[src/rtl/fetch_pair_if.sv]
// Fetch-side bundle between PC generator, instruction memory, fetch buffer and decode.
// The master modport is the fetch buffer; slave is the surrounding pipeline/memory.
interface fetch_pair_if;
   logic [31:0] pcF1_i;
   logic [31:0] pcF2_i;
   logic        pc_en_o;
   logic        flush_i;
   logic        imem_rd_o;
   logic [31:0] imem_addr1_o;
   logic [31:0] imem_addr2_o;
   logic [31:0] imem_data1_i;
   logic [31:0] imem_data2_i;
   logic        dec_valid_o;
   logic        dec_ready_i;
   logic [31:0] dec_pc1_o;
   logic [31:0] dec_pc2_o;
   logic [31:0] dec_inst1_o;
   logic [31:0] dec_inst2_o;

   modport master (
      input  pcF1_i, pcF2_i, flush_i, imem_data1_i, imem_data2_i, dec_ready_i,
      output pc_en_o, imem_rd_o, imem_addr1_o, imem_addr2_o,
      output dec_valid_o, dec_pc1_o, dec_pc2_o, dec_inst1_o, dec_inst2_o
   );

   modport slave (
      output pcF1_i, pcF2_i, flush_i, imem_data1_i, imem_data2_i, dec_ready_i,
      input  pc_en_o, imem_rd_o, imem_addr1_o, imem_addr2_o,
      input  dec_valid_o, dec_pc1_o, dec_pc2_o, dec_inst1_o, dec_inst2_o
   );
endinterface

[src/rtl/fetch_pair_buffer.sv]
// Dual-issue fetch buffer: paired imem reads, credit-gated PC advance, FIFO toward decode.
// Optional fetch stall counter enabled by defining FETCH_PERF_CNT_EN.
module fetch_pair_buffer #(
   parameter int DEPTH = 4
) (
   input  logic         clk,
   input  logic         rst_n,
   fetch_pair_if.master bus
`ifdef FETCH_PERF_CNT_EN
   ,
   output logic [31:0]  fetch_stall_cnt_o
`endif
);
   localparam int PTR_W = $clog2(DEPTH);
   localparam int CNT_W = PTR_W + 1;

   typedef struct packed {
      logic [31:0] pc1;
      logic [31:0] pc2;
      logic [31:0] inst1;
      logic [31:0] inst2;
   } entry_t;

   entry_t             fifoMem_q [DEPTH];
   entry_t             headEntry;
   logic [PTR_W-1:0]   wrPtr_q, wrPtr_d;
   logic [PTR_W-1:0]   rdPtr_q, rdPtr_d;
   logic [CNT_W-1:0]   count_q, count_d;
   logic [CNT_W-1:0]   occupancy;
   logic               reqV_q, reqV_d;
   logic [31:0]        reqPc1_q, reqPc1_d;
   logic [31:0]        reqPc2_q, reqPc2_d;
   logic               pcEn;
   logic               decValid;
   logic               wrEn;
   logic               popEn;

   // Credit counts the in-flight read too, so a slot is reserved before the PC advances.
   always_comb begin
      occupancy = count_q + CNT_W'(reqV_q);
      pcEn      = rst_n & (bus.flush_i | (occupancy < CNT_W'(DEPTH)));
      decValid  = rst_n & (count_q != '0) & ~bus.flush_i;
      wrEn      = reqV_q & ~bus.flush_i;
      popEn     = decValid & bus.dec_ready_i;
   end

   always_comb begin
      wrPtr_d  = wrPtr_q;
      rdPtr_d  = rdPtr_q;
      count_d  = count_q;
      reqV_d   = 1'b0;
      reqPc1_d = reqPc1_q;
      reqPc2_d = reqPc2_q;
      if (bus.flush_i) begin
         wrPtr_d = '0;
         rdPtr_d = '0;
         count_d = '0;
      end else begin
         reqV_d = pcEn;
         if (pcEn) begin
            reqPc1_d = bus.pcF1_i;
            reqPc2_d = bus.pcF2_i;
         end
         if (wrEn) begin
            wrPtr_d = wrPtr_q + PTR_W'(1);
         end
         if (popEn) begin
            rdPtr_d = rdPtr_q + PTR_W'(1);
         end
         case ({wrEn, popEn})
            2'b10:   count_d = count_q + CNT_W'(1);
            2'b01:   count_d = count_q - CNT_W'(1);
            default: count_d = count_q;
         endcase
      end
   end

   always_ff @(posedge clk) begin
      if (!rst_n) begin
         wrPtr_q  <= '0;
         rdPtr_q  <= '0;
         count_q  <= '0;
         reqV_q   <= 1'b0;
         reqPc1_q <= '0;
         reqPc2_q <= '0;
      end else begin
         wrPtr_q  <= wrPtr_d;
         rdPtr_q  <= rdPtr_d;
         count_q  <= count_d;
         reqV_q   <= reqV_d;
         reqPc1_q <= reqPc1_d;
         reqPc2_q <= reqPc2_d;
      end
   end

   // Storage needs no reset; count/pointers alone decide what is visible.
   always_ff @(posedge clk) begin
      if (rst_n && wrEn) begin
         assert (count_q != CNT_W'(DEPTH));
         fifoMem_q[wrPtr_q] <= {reqPc1_q, reqPc2_q, bus.imem_data1_i, bus.imem_data2_i};
      end
   end

   assign headEntry        = fifoMem_q[rdPtr_q];
   assign bus.pc_en_o      = pcEn;
   assign bus.imem_rd_o    = pcEn;
   assign bus.imem_addr1_o = rst_n ? bus.pcF1_i : '0;
   assign bus.imem_addr2_o = rst_n ? bus.pcF2_i : '0;
   assign bus.dec_valid_o  = decValid;
   assign bus.dec_pc1_o    = rst_n ? headEntry.pc1   : '0;
   assign bus.dec_pc2_o    = rst_n ? headEntry.pc2   : '0;
   assign bus.dec_inst1_o  = rst_n ? headEntry.inst1 : '0;
   assign bus.dec_inst2_o  = rst_n ? headEntry.inst2 : '0;

`ifdef FETCH_PERF_CNT_EN
   logic [31:0] stallCnt_q, stallCnt_d;

   always_comb begin
      stallCnt_d = stallCnt_q;
      if (!pcEn && (stallCnt_q != 32'hFFFF_FFFF)) begin
         stallCnt_d = stallCnt_q + 32'd1;
      end
   end

   always_ff @(posedge clk) begin
      if (!rst_n) begin
         stallCnt_q <= '0;
      end else begin
         stallCnt_q <= stallCnt_d;
      end
   end

   assign fetch_stall_cnt_o = stallCnt_q;
`endif
endmodule

[src/flat_wrapper.sv]
// flat-port wrapper written by rule: the top's interface ports become plain ports
module fetch_pair_buffer_flat 
#(
   parameter int DEPTH = 4
)
  (clk, rst_n, bus_pcF1_i, bus_pcF2_i, bus_flush_i, bus_imem_data1_i, bus_imem_data2_i, bus_dec_ready_i, bus_pc_en_o, bus_imem_rd_o, bus_imem_addr1_o, bus_imem_addr2_o, bus_dec_valid_o, bus_dec_pc1_o, bus_dec_pc2_o, bus_dec_inst1_o, bus_dec_inst2_o);
  fetch_pair_if bus_i ();
  input  logic clk;
  input  logic rst_n;
  input wire logic [$bits(bus_i.pcF1_i)-1:0] bus_pcF1_i;
  input wire logic [$bits(bus_i.pcF2_i)-1:0] bus_pcF2_i;
  input wire logic [$bits(bus_i.flush_i)-1:0] bus_flush_i;
  input wire logic [$bits(bus_i.imem_data1_i)-1:0] bus_imem_data1_i;
  input wire logic [$bits(bus_i.imem_data2_i)-1:0] bus_imem_data2_i;
  input wire logic [$bits(bus_i.dec_ready_i)-1:0] bus_dec_ready_i;
  output wire logic [$bits(bus_i.pc_en_o)-1:0] bus_pc_en_o;
  output wire logic [$bits(bus_i.imem_rd_o)-1:0] bus_imem_rd_o;
  output wire logic [$bits(bus_i.imem_addr1_o)-1:0] bus_imem_addr1_o;
  output wire logic [$bits(bus_i.imem_addr2_o)-1:0] bus_imem_addr2_o;
  output wire logic [$bits(bus_i.dec_valid_o)-1:0] bus_dec_valid_o;
  output wire logic [$bits(bus_i.dec_pc1_o)-1:0] bus_dec_pc1_o;
  output wire logic [$bits(bus_i.dec_pc2_o)-1:0] bus_dec_pc2_o;
  output wire logic [$bits(bus_i.dec_inst1_o)-1:0] bus_dec_inst1_o;
  output wire logic [$bits(bus_i.dec_inst2_o)-1:0] bus_dec_inst2_o;
  assign bus_i.pcF1_i = bus_pcF1_i;
  assign bus_i.pcF2_i = bus_pcF2_i;
  assign bus_i.flush_i = bus_flush_i;
  assign bus_i.imem_data1_i = bus_imem_data1_i;
  assign bus_i.imem_data2_i = bus_imem_data2_i;
  assign bus_i.dec_ready_i = bus_dec_ready_i;
  assign bus_pc_en_o = bus_i.pc_en_o;
  assign bus_imem_rd_o = bus_i.imem_rd_o;
  assign bus_imem_addr1_o = bus_i.imem_addr1_o;
  assign bus_imem_addr2_o = bus_i.imem_addr2_o;
  assign bus_dec_valid_o = bus_i.dec_valid_o;
  assign bus_dec_pc1_o = bus_i.dec_pc1_o;
  assign bus_dec_pc2_o = bus_i.dec_pc2_o;
  assign bus_dec_inst1_o = bus_i.dec_inst1_o;
  assign bus_dec_inst2_o = bus_i.dec_inst2_o;
  fetch_pair_buffer #(.DEPTH(DEPTH)) u_core (.clk(clk), .rst_n(rst_n), .bus(bus_i));
endmodule
[config.mk]
export PLATFORM = sky130hd
export DESIGN_NAME = fetch_pair_buffer_flat
export DESIGN_NICKNAME = d
export VERILOG_FILES = /design/src/rtl/fetch_pair_if.sv /design/src/rtl/fetch_pair_buffer.sv /design/src/flat_wrapper.sv
export SDC_FILE = /design/constraint.sdc
export NUM_CORES = 1
export LEC_CHECK = 0
export ABC_AREA = 0
export CORE_MARGIN = 8
export CORE_UTILIZATION = 30
export DETAILED_ROUTE_END_ITERATION = 6
export PLACE_DENSITY = 0.48
export SLEW_MARGIN = 20
export SYNTH_ARGS = -nofsm -noshare
export SYNTH_HDL_FRONTEND = slang
export SYNTH_SLANG_ARGS = --single-unit
[constraint.sdc]
create_clock -name clk -period 5.18 [get_ports clk]
set_clock_uncertainty 0.05 [all_clocks]
set_input_delay 1.036 -clock clk [delete_from_list [all_inputs] [get_ports clk]]
set_output_delay 1.036 -clock clk [all_outputs]
set_load 0.05 [all_outputs]
== Yosys cells after proc, flatten, opt, wreduce, memory -nomap -nowiden ==
Memories as Yosys holds them, arrays and structs flattened. A register that Yosys moved wholly into a read port is not among the register bits.
Cells that the tools add are included.

* Memories kept: 1
* Memory bits (writable): 512
* Register bits after elaboration: 72
* Latch bits: 0
* Word-level logic and storage cells: 39
* Output and inout bits: 195
* ROM bits: 0

{| class="wikitable"
|+ Memories
! name !! depth !! width !! rd ports !! clocked after Yosys merged registers in !! write ports !! line !! RTL
|-
| u_core.fifoMem_q || 4 || 128 || 1 || 1 || 1 || fetch_pair_buffer.sv:24 || <nowiki>entry_t fifoMem_q [DEPTH];</nowiki>
|}

* Divide/modulo/power cells: 0
* Bitwise logic cells: 8
* Multiplexer cells: 11
* Order comparisons: 1
* Reductions and logical operators: 5
* Add/sub/neg operators: 5
* Shift-type cells: 0
* $mul: 0
* Eq/ne operators: 2

{| class="wikitable"
|+ Operator list
! cell !! count
|-
| 2-to-1 mux 32 bit || 6
|-
| one-hot mux 3 bit (2 select lines) || 1
|-
| bitwise AND 1 bit || 5
|-
| adder 2 x 1 -> 2 bit, second input constant || 2
|-
| 2-to-1 mux 2 bit || 2
|-
| adder 3 x 1 -> 3 bit || 1
|-
| adder 3 x 1 -> 3 bit, second input constant || 1
|-
| < comparator 3 bit, second input constant || 1
|-
| nonzero test 3 bit || 1
|-
| subtractor 3 x 1 -> 3 bit, second input constant || 1
|-
| == test 2 x 1 -> 1 bit, second input constant || 1
|-
| == test 2 bit, second input constant || 1
|-
| 2-to-1 mux 1 bit || 2
|-
| NOT 1 bit || 2
|-
| AND reduction 2 bit || 1
|-
| nonzero test 2 bit || 1
|-
| OR reduction 2 bit || 1
|-
| logical AND 1 bit || 1
|-
| OR 1 bit || 1
|}

== Logic depth before layout (Yosys ltp) ==
Gate-level depths: netlist (run 1).

* Depth in word-level cells: 6
* Gate-level depth with buffers: 10
* Mapped depth without buffers: 8

== Worst setup path after synthesis (run 1) ==
Ideal clock, no wire load.

* Path type: input port to flip-flop
* From: in rst_n
* To: mem u_core.fifoMem_q[0][0] in the netlist's numbering (enable)
* Setup slack: 211 ps
* Cell stages on the path: 3
* Library setup time: 503 ps
* Data arrival time: 4416 ps
* Path through: buf_4 > nor2b_1 > and3_1

* Cells in the longest elaborated chain, start to end: 3

{| class="wikitable"
|+ Ends and longest elaborated chain
! what !! line !! RTL
|-
| from (decl) || flat_wrapper.sv:9 || <nowiki>input logic rst_n;</nowiki>
|-
| logical AND 1 bit || fetch_pair_buffer.sv:98 || <nowiki>if (rst_n && wrEn) begin</nowiki>
|-
| 2-to-1 mux 1 bit || fetch_pair_buffer.sv:98 ||
|-
| 2-to-1 mux 1 bit (implied by the code) || fetch_pair_buffer.sv:100 || <nowiki>fifoMem_q[wrPtr_q] <= {reqPc1_q, reqPc2_q, bus.imem_data1_i, bus.imem_data2_i};</nowiki>
|-
| to (decl) || fetch_pair_buffer.sv:24 ||
|}

No other way between the ends.

==> metrics.yaml, run 1 <==
status:
  outcome: "complete, no violations"
power_and_ir_drop:
  p_per_area_nw_per_um2: 357.9
  totalPowerFinal_mw: 10.65
  leakage_nw: 10.11
  irDropWorstVdd_uv: 164.0
yosys:
  ys_top_cells_by_count: "512 x edfxtp_1, 192 x and2_1, 128 x mux4_2, 74 x dfxtp_1, 70 x inv_1"
  synth_fp_nets: 1351
  yosys.cell_types.count: 33
  synth-edff-count: 512
  syn_avg_cell_area_um2: 18.95
  synth.largest_area_cell: "edfxtp_1"
  netlist_area_um2: 22990
  ys_warn_count: 0
  yosysMostFrequentCell: "edfxtp_1"
  synth_top_area_share_pct: 66.88
  ys_top_cells_by_area: "edfxtp_1 67%, mux4_2 13%, dfxtp_1 6.4%"
  synth_flop_cell: "edfxtp_1"
  ys_ff_latch: 586
  synthesis.instances: 1213
  synthArstFlopShare_pct: 0
  seq_area_frac_synth_pct: 73.32
sta:
  setup-tns-final_ns: 0
  rsz0062_at_grt: "no"
  hold_viol_final: 0
  worst_hold_slack_ns: 0.4216
  max_freq_mhz: 223.5
  period_needed_ns: 4.474
  worstMarginPinSlew_ns: 0.7729
  period_share_pct: 86.37
  slew_violations: 0
  relSlewSlack_pct: 48.47
  setup_viol: 0
worst_setup_path:
  worstSetupStartpointType: "flip-flop"
  cp_data_required_time_ns: 4.09
  setup.worst_path.class: "flip-flop to primary output"
  end_kind: "primary output"
  critPathArrivalTime_ns: 3.39
  critPathMaxFanout: 29
floorplanning:
  die_w_um: 292.8
  start_util_pct: 30.27
  ios: 327
  die_h_um: 292.8
  num_rows: 101
  die_area_um2: 85750
  core_area_um2: 75950
flow_run:
  maxCapViolCount: 0
route:
  first_pass_iters: 4
  ant_nets: 0
  drc: 0
  routed_via_density: 4.381
  drt-total-wl_mm: 54.05
  wl_per_cell_um: 20.29
  vias: 11670
  drtIter0Drc: 531
layout:
  seq_area_um2: 16860
  utilization_pct: 39.17
  layout-drive-gt1-share_pct: 17.14
  area_delta_synth_final_pct: 29.39
  multiInputGateArea_um2: 5341
  nets: 1717
  n_antenna_cell: 0
  fill_cells: 7011
global_route:
  antenna_found_initial: 0
  grt_usage_pct: 12.39
  gr-total-overflow: 0
  first_global_vias: 12830
  grt_pass1_wl_mm: 80.68
  grt_max_degree: 92
placement:
  io_buffers: 326
  hpwl_mm: 33.14
  gp_congestion: 0.6581
clock_tree:
  cts_tree: "built"
  clk_latency_ns: 0.58
  path_clk_slew_ns: 0.06
  cts.path.max_buffers: 3
  cts_root_buffer: "clkbuf_16"
  htreeDepth: 3
  ctsHoldBuffers: 0
  postCtsSetupBuffers: 0
  post_cts_resized: 0
  clkSinkCount: 586
  cts_buffers: 67
hold_path:
  hp-class: "flip-flop to flip-flop"
[per-layer routing]
metal / vias up / GRT usage, % / routed length (um)
met5: - / 0 / 0
met4: 0 / 3.663 / 977
met3: 67 / 3.384 / 3464
met2: 323 / 20.87 / 26480
met1: 5957 / 15.57 / 23130
li1: 5324 / - / -
[power by group]
| part | internal, mW | switching [mW] |
|---|---|---|
| combinational | 0.283 | 0.414 |
| sequential | 5.21 | 0.0532 |
| clock | 2.84 | 1.85 |
[logic make-up after synthesis]
family	after synthesis	share of synthesized area, %
AOI/OAI and AO/OA	6	0.1524
muxes	196	15.55
and+or+nand+nor	278	6.928
adders and majority gates	6	0.3592
buffers and inverters	137	3.532
xor gates and xnor gates	4	0.1524
DFF	586	73.32
[state kept, by name, indices dropped and copies added, names as in the netlist, named ones only]
name              flops
u_core.fifoMem_q    512
u_core.reqPc2_q      32
u_core.reqPc1_q      32
u_core.reqV_q         1
u_core.rdPtr_q        2
u_core.wrPtr_q        2
u_core.count_q        3
[cell usage in the layout, fill, tap and decap left out, drive strengths merged]
cell type	instances
edfxtp	512
clkdlybuf4s50	325
and2	192
mux4	128
clkbuf	94
dfxtp	74
inv	71
mux2i	68
nand2	66
buf	39
clkinv	22
nor2	6
ha	5
bufinv	5
and3	4
xor2	3
a21oi	3
nor3b	2
clkinvlp	2
nand2b	2
nor2b	1
nor3	1
nand3	1
o21a	1
and3b	1
o31ai	1
or4	1
o21ai	1
or3	1
xnor2	1
fa	1
[area by class of cell]
class	count	share of cell area [%]
sequential	586	56.69
multi-input combinational	490	17.96
timing repair buffer	364	12.65
clock buffer	94	6.427
tap	1030	4.332
clock inverter	30	1.060
inverter	70	0.8833
[stage by stage]
step / setup WS [ns] / std cells / area [um^2]
6_report: 0.7059 / 2664 / 29750
4_1_cts: 0.5520 / 2664 / 29750
5_1_grt: 0.4744 / 2664 / 29750
2_1_floorplan: 0.2106 / 1213 / 22990
3_3_place_gp: 1.126 / 2540 / 27520
3_5_place_dp: 1.126 / 2540 / 27520
[worst paths after layout]
| kind | start | to | slack (ns) | depth (start not counted) |
|---|---|---|---|---|
| min | u_core.rdPtr_q[1] | flip-flop | 0.42 | 2 |
| max | flip-flop | bus_dec_pc2_o[21] | 0.71 | 4 |
| min reg2reg | u_core.rdPtr_q[1] | flip-flop | 0.42 | 2 |
| max reg2reg | u_core.count_q[0] | u_core.count_q[2] | 2.82 | 8 |
[worst max-delay path: stages, from the launching register on]
cell             delay, ns
dfxtp_4               0.85
buf_4                 0.36
mux4_2                0.57
and2_1                0.19
clkdlybuf4s50_1       0.79
No activity file was read; power rests on OpenSTA's default activity.
==> run 2, diff against run 1 <==
Settings changed: TNS_END_PERCENT from default to 30.
==> results of run 2 <==
The final DEF is identical to that of run 1; final timing and power are the same.
==> run 3, diff against run 2 <==
Settings changed: CORE_ASPECT_RATIO from default to 0.7.
==> run 3 against run 2 <==
Effect of this change:
- first-iteration DRC count increased by 21%
- non-clock buffer count decreased by 2
- register-to-register slack better by 0.05 ns
- largest power group unchanged
- critical endpoint is now bus_dec_pc2_o[0]
- die area grew 0.17%
- via count is 0.81% lower
- final area is 1.6% lower
- core utilization is 0.85 points lower
- global-route usage down 0.53 points
- clock power down 15%
- routed wire length fell by 3.6%
- sequential power is essentially flat
==> metrics.yaml, run 3 (same netlist as run 1, synthesis figures left out) <==
sta:
  worstMarginPinSlew_ns: 1.050  # +0.2769 ns
  period_needed_ns: 4.349  # -0.1247 ns
  rsz0062_at_grt: "no"
  setup-tns-final_ns: 0  # unchanged
  max_freq_mhz: 229.9  # +2.9%
  relSlewSlack_pct: 30.01  # -18 points
  hold_viol_final: 0  # unchanged
  setup_viol: 0  # unchanged
  worst_hold_slack_ns: 0.4241  # +0.002509 ns
  period_share_pct: 83.97  # -2.4 points
  slew_violations: 0  # unchanged
layout:
  final_area_um2: 29260  # -1.6%
  fill_cells: 7071  # +0.86%
  utilization_pct: 38.31  # -0.85 points
  layout-drive-gt1-share_pct: 15.98  # -1.2 points
  area_delta_synth_final_pct: 27.26
  largest_registers: "u_core.fifoMem_q x512, u_core.reqPc1_q x32, u_core.reqPc2_q x32"
  final_common_cell: "edfxtp_1"
  largest_reg_flops: 512  # unchanged
  regMostFlops: "u_core.fifoMem_q"
  layout.cells.non_filler: 2616  # -1.8%
  layout_common_cells: "512 x edfxtp_1, 325 x clkdlybuf4s50_1, 192 x and2_1"
  nets: 1705  # -0.70%
worst_setup_path:
  critPathMaxFanout: 34  # +17%
  worstSetupStartpointType: "flip-flop"
  critPathArrivalTime_ns: 3.26  # -0.13 ns
  reg2reg_depth: 8  # unchanged
  r2r-end: "u_core.count_q[2]"
  cp_data_required_time_ns: 4.09  # about the same
  rr_startpoint: "u_core.count_q[0]"
  setup.worst_path.class: "flip-flop to primary output"
  reg2reg_slack_ns: 2.87  # +0.05 ns
  end_kind: "primary output"
power_and_ir_drop:
  leakage_nw: 9.876  # -2.3%
  clock_power_share_pct: 40.2  # -3.8 points
  pwr-share-seq_pct: 52.9  # +3.5 points
  p_comb_share_pct: 6.9  # +0.4 points
  swShare_pct: 22.01  # +0.27 points
  p_int_mw: 7.755  # -6.9%
  power_switching_mw: 2.188  # -5.4%
  irDropWorstVdd_uv: 176.8  # +7.8%
  p_per_area_nw_per_um2: 339.9  # -5.0%
route:
  drc: 0  # unchanged
  drt-total-wl_mm: 52.08  # -3.6%
  wl_per_cell_um: 19.91  # -1.9%
  routed_via_density: 4.425  # +1.0%
  drtIter0Drc: 642  # +21%
  first_pass_iters: 4  # unchanged
  vias: 11580  # -0.81%
  ant_nets: 0  # unchanged
clock_tree:
  ctsHoldBuffers: 0  # unchanged
  cts_buffers: 57  # -15%
  cts.path.max_buffers: 3  # unchanged
  post_cts_resized: 0  # unchanged
  clkSinkCount: 586  # unchanged
  path_clk_slew_ns: 0.06  # about the same
  clk_latency_ns: 0.59  # about the same
  cts_root_buffer: "clkbuf_16"
  htreeDepth: 2  # -1
  postCtsSetupBuffers: 0  # unchanged
  cts_tree: "built"
floorplanning:
  die_w_um: 346.9  # +18%
  start_util_pct: 30.11  # -0.16 points
  core_area_um2: 76360  # +0.54%
  die_area_um2: 85890  # +0.17%
  num_rows: 85  # -16%
  ios: 327  # unchanged
  die_h_um: 247.6  # -15%
placement:
  gp_congestion: 0.6780  # +3.0%
  hpwl_mm: 32.49  # -1.9%
  dpl_cell_area_um2: 27450  # -0.24%
  dp_cells: 2508  # -1.3%
  io_buffers: 326  # unchanged
status:
  outcome: "complete, no violations"
global_route:
  antenna_found_initial: 2  # +2
  gr-total-overflow: 0  # unchanged
  grt_max_degree: 126  # +37%
  first_global_vias: 12640  # -1.5%
  grt_usage_pct: 11.86  # -0.53 points
  grt_pass1_wl_mm: 78.60  # -2.6%
hold_path:
  hold_depth: 2  # unchanged
  hp-class: "flip-flop to flip-flop"
  hp-start: "u_core.rdPtr_q[1]"
flow_run:
  maxCapViolCount: 0  # unchanged
## run 3: power by group through the flow
stage	Sequential, mW	Clock (mW)	Combinational (mW)
finish	5.26	3.99	0.689
global route	5.27	4.31	0.736
CTS	5.26	4.14	0.705
detailed placement	5.36	0	0.702
global placement	5.35	0	0.696
floorplan	5.34	0	0.402
## run 3: area by class of cell
type	instances	area, um^2	share of cell area, %
timing repair buffer	362	3735	12.77
inverter	70	262.8	0.8981
antenna	1	2.502	0.008553
sequential	586	16860	57.64
clock inverter	22	177.7	0.6073
multi-input combinational	490	5341	18.26
clock buffer	85	1623	5.547
tap	1000	1251	4.277
## run 3: worst max-delay path by stage
stage / endpoint / slack [ns] / depth (start not counted)
4_1_cts: bus_dec_inst2_o[18] / 0.73 / 5
5_1_grt: bus_dec_pc2_o[2] / 0.64 / 5
3_3_place_gp: bus_dec_pc1_o[31] / 0.89 / 4
6_report: bus_dec_pc2_o[0] / 0.83 / 5
2_1_floorplan: u_core.fifoMem_q[0][0] / 0.21 / 3
3_5_place_dp: bus_dec_pc1_o[17] / 0.80 / 4
## run 3: metrics by stage
| stage | setup slack (ns) | total power, mW |
|---|---|---|
| finish | 0.8305 | 9.943 |
| global route | 0.6370 | 10.31 |
| CTS | 0.7268 | 10.10 |
| detailed placement | 0.7982 | 6.063 |
| global placement | 0.8862 | 6.051 |
| floorplan | 0.2106 | 5.745 |
## run 3: routing by layer
metal / GRT usage [%] / wire length [um]
met3: 3.172 / 3129
met4: 2.722 / 819
met2: 18.93 / 23900
met1: 16.23 / 24220
met5: 0 / 13
## run 3: critical path: stages (launching register included)
cell	delay, ns
dfxtp_4	0.53
buf_12	0.27
buf_12	0.31
mux4_2	0.61
and2_1	0.18
clkdlybuf4s50_1	0.70
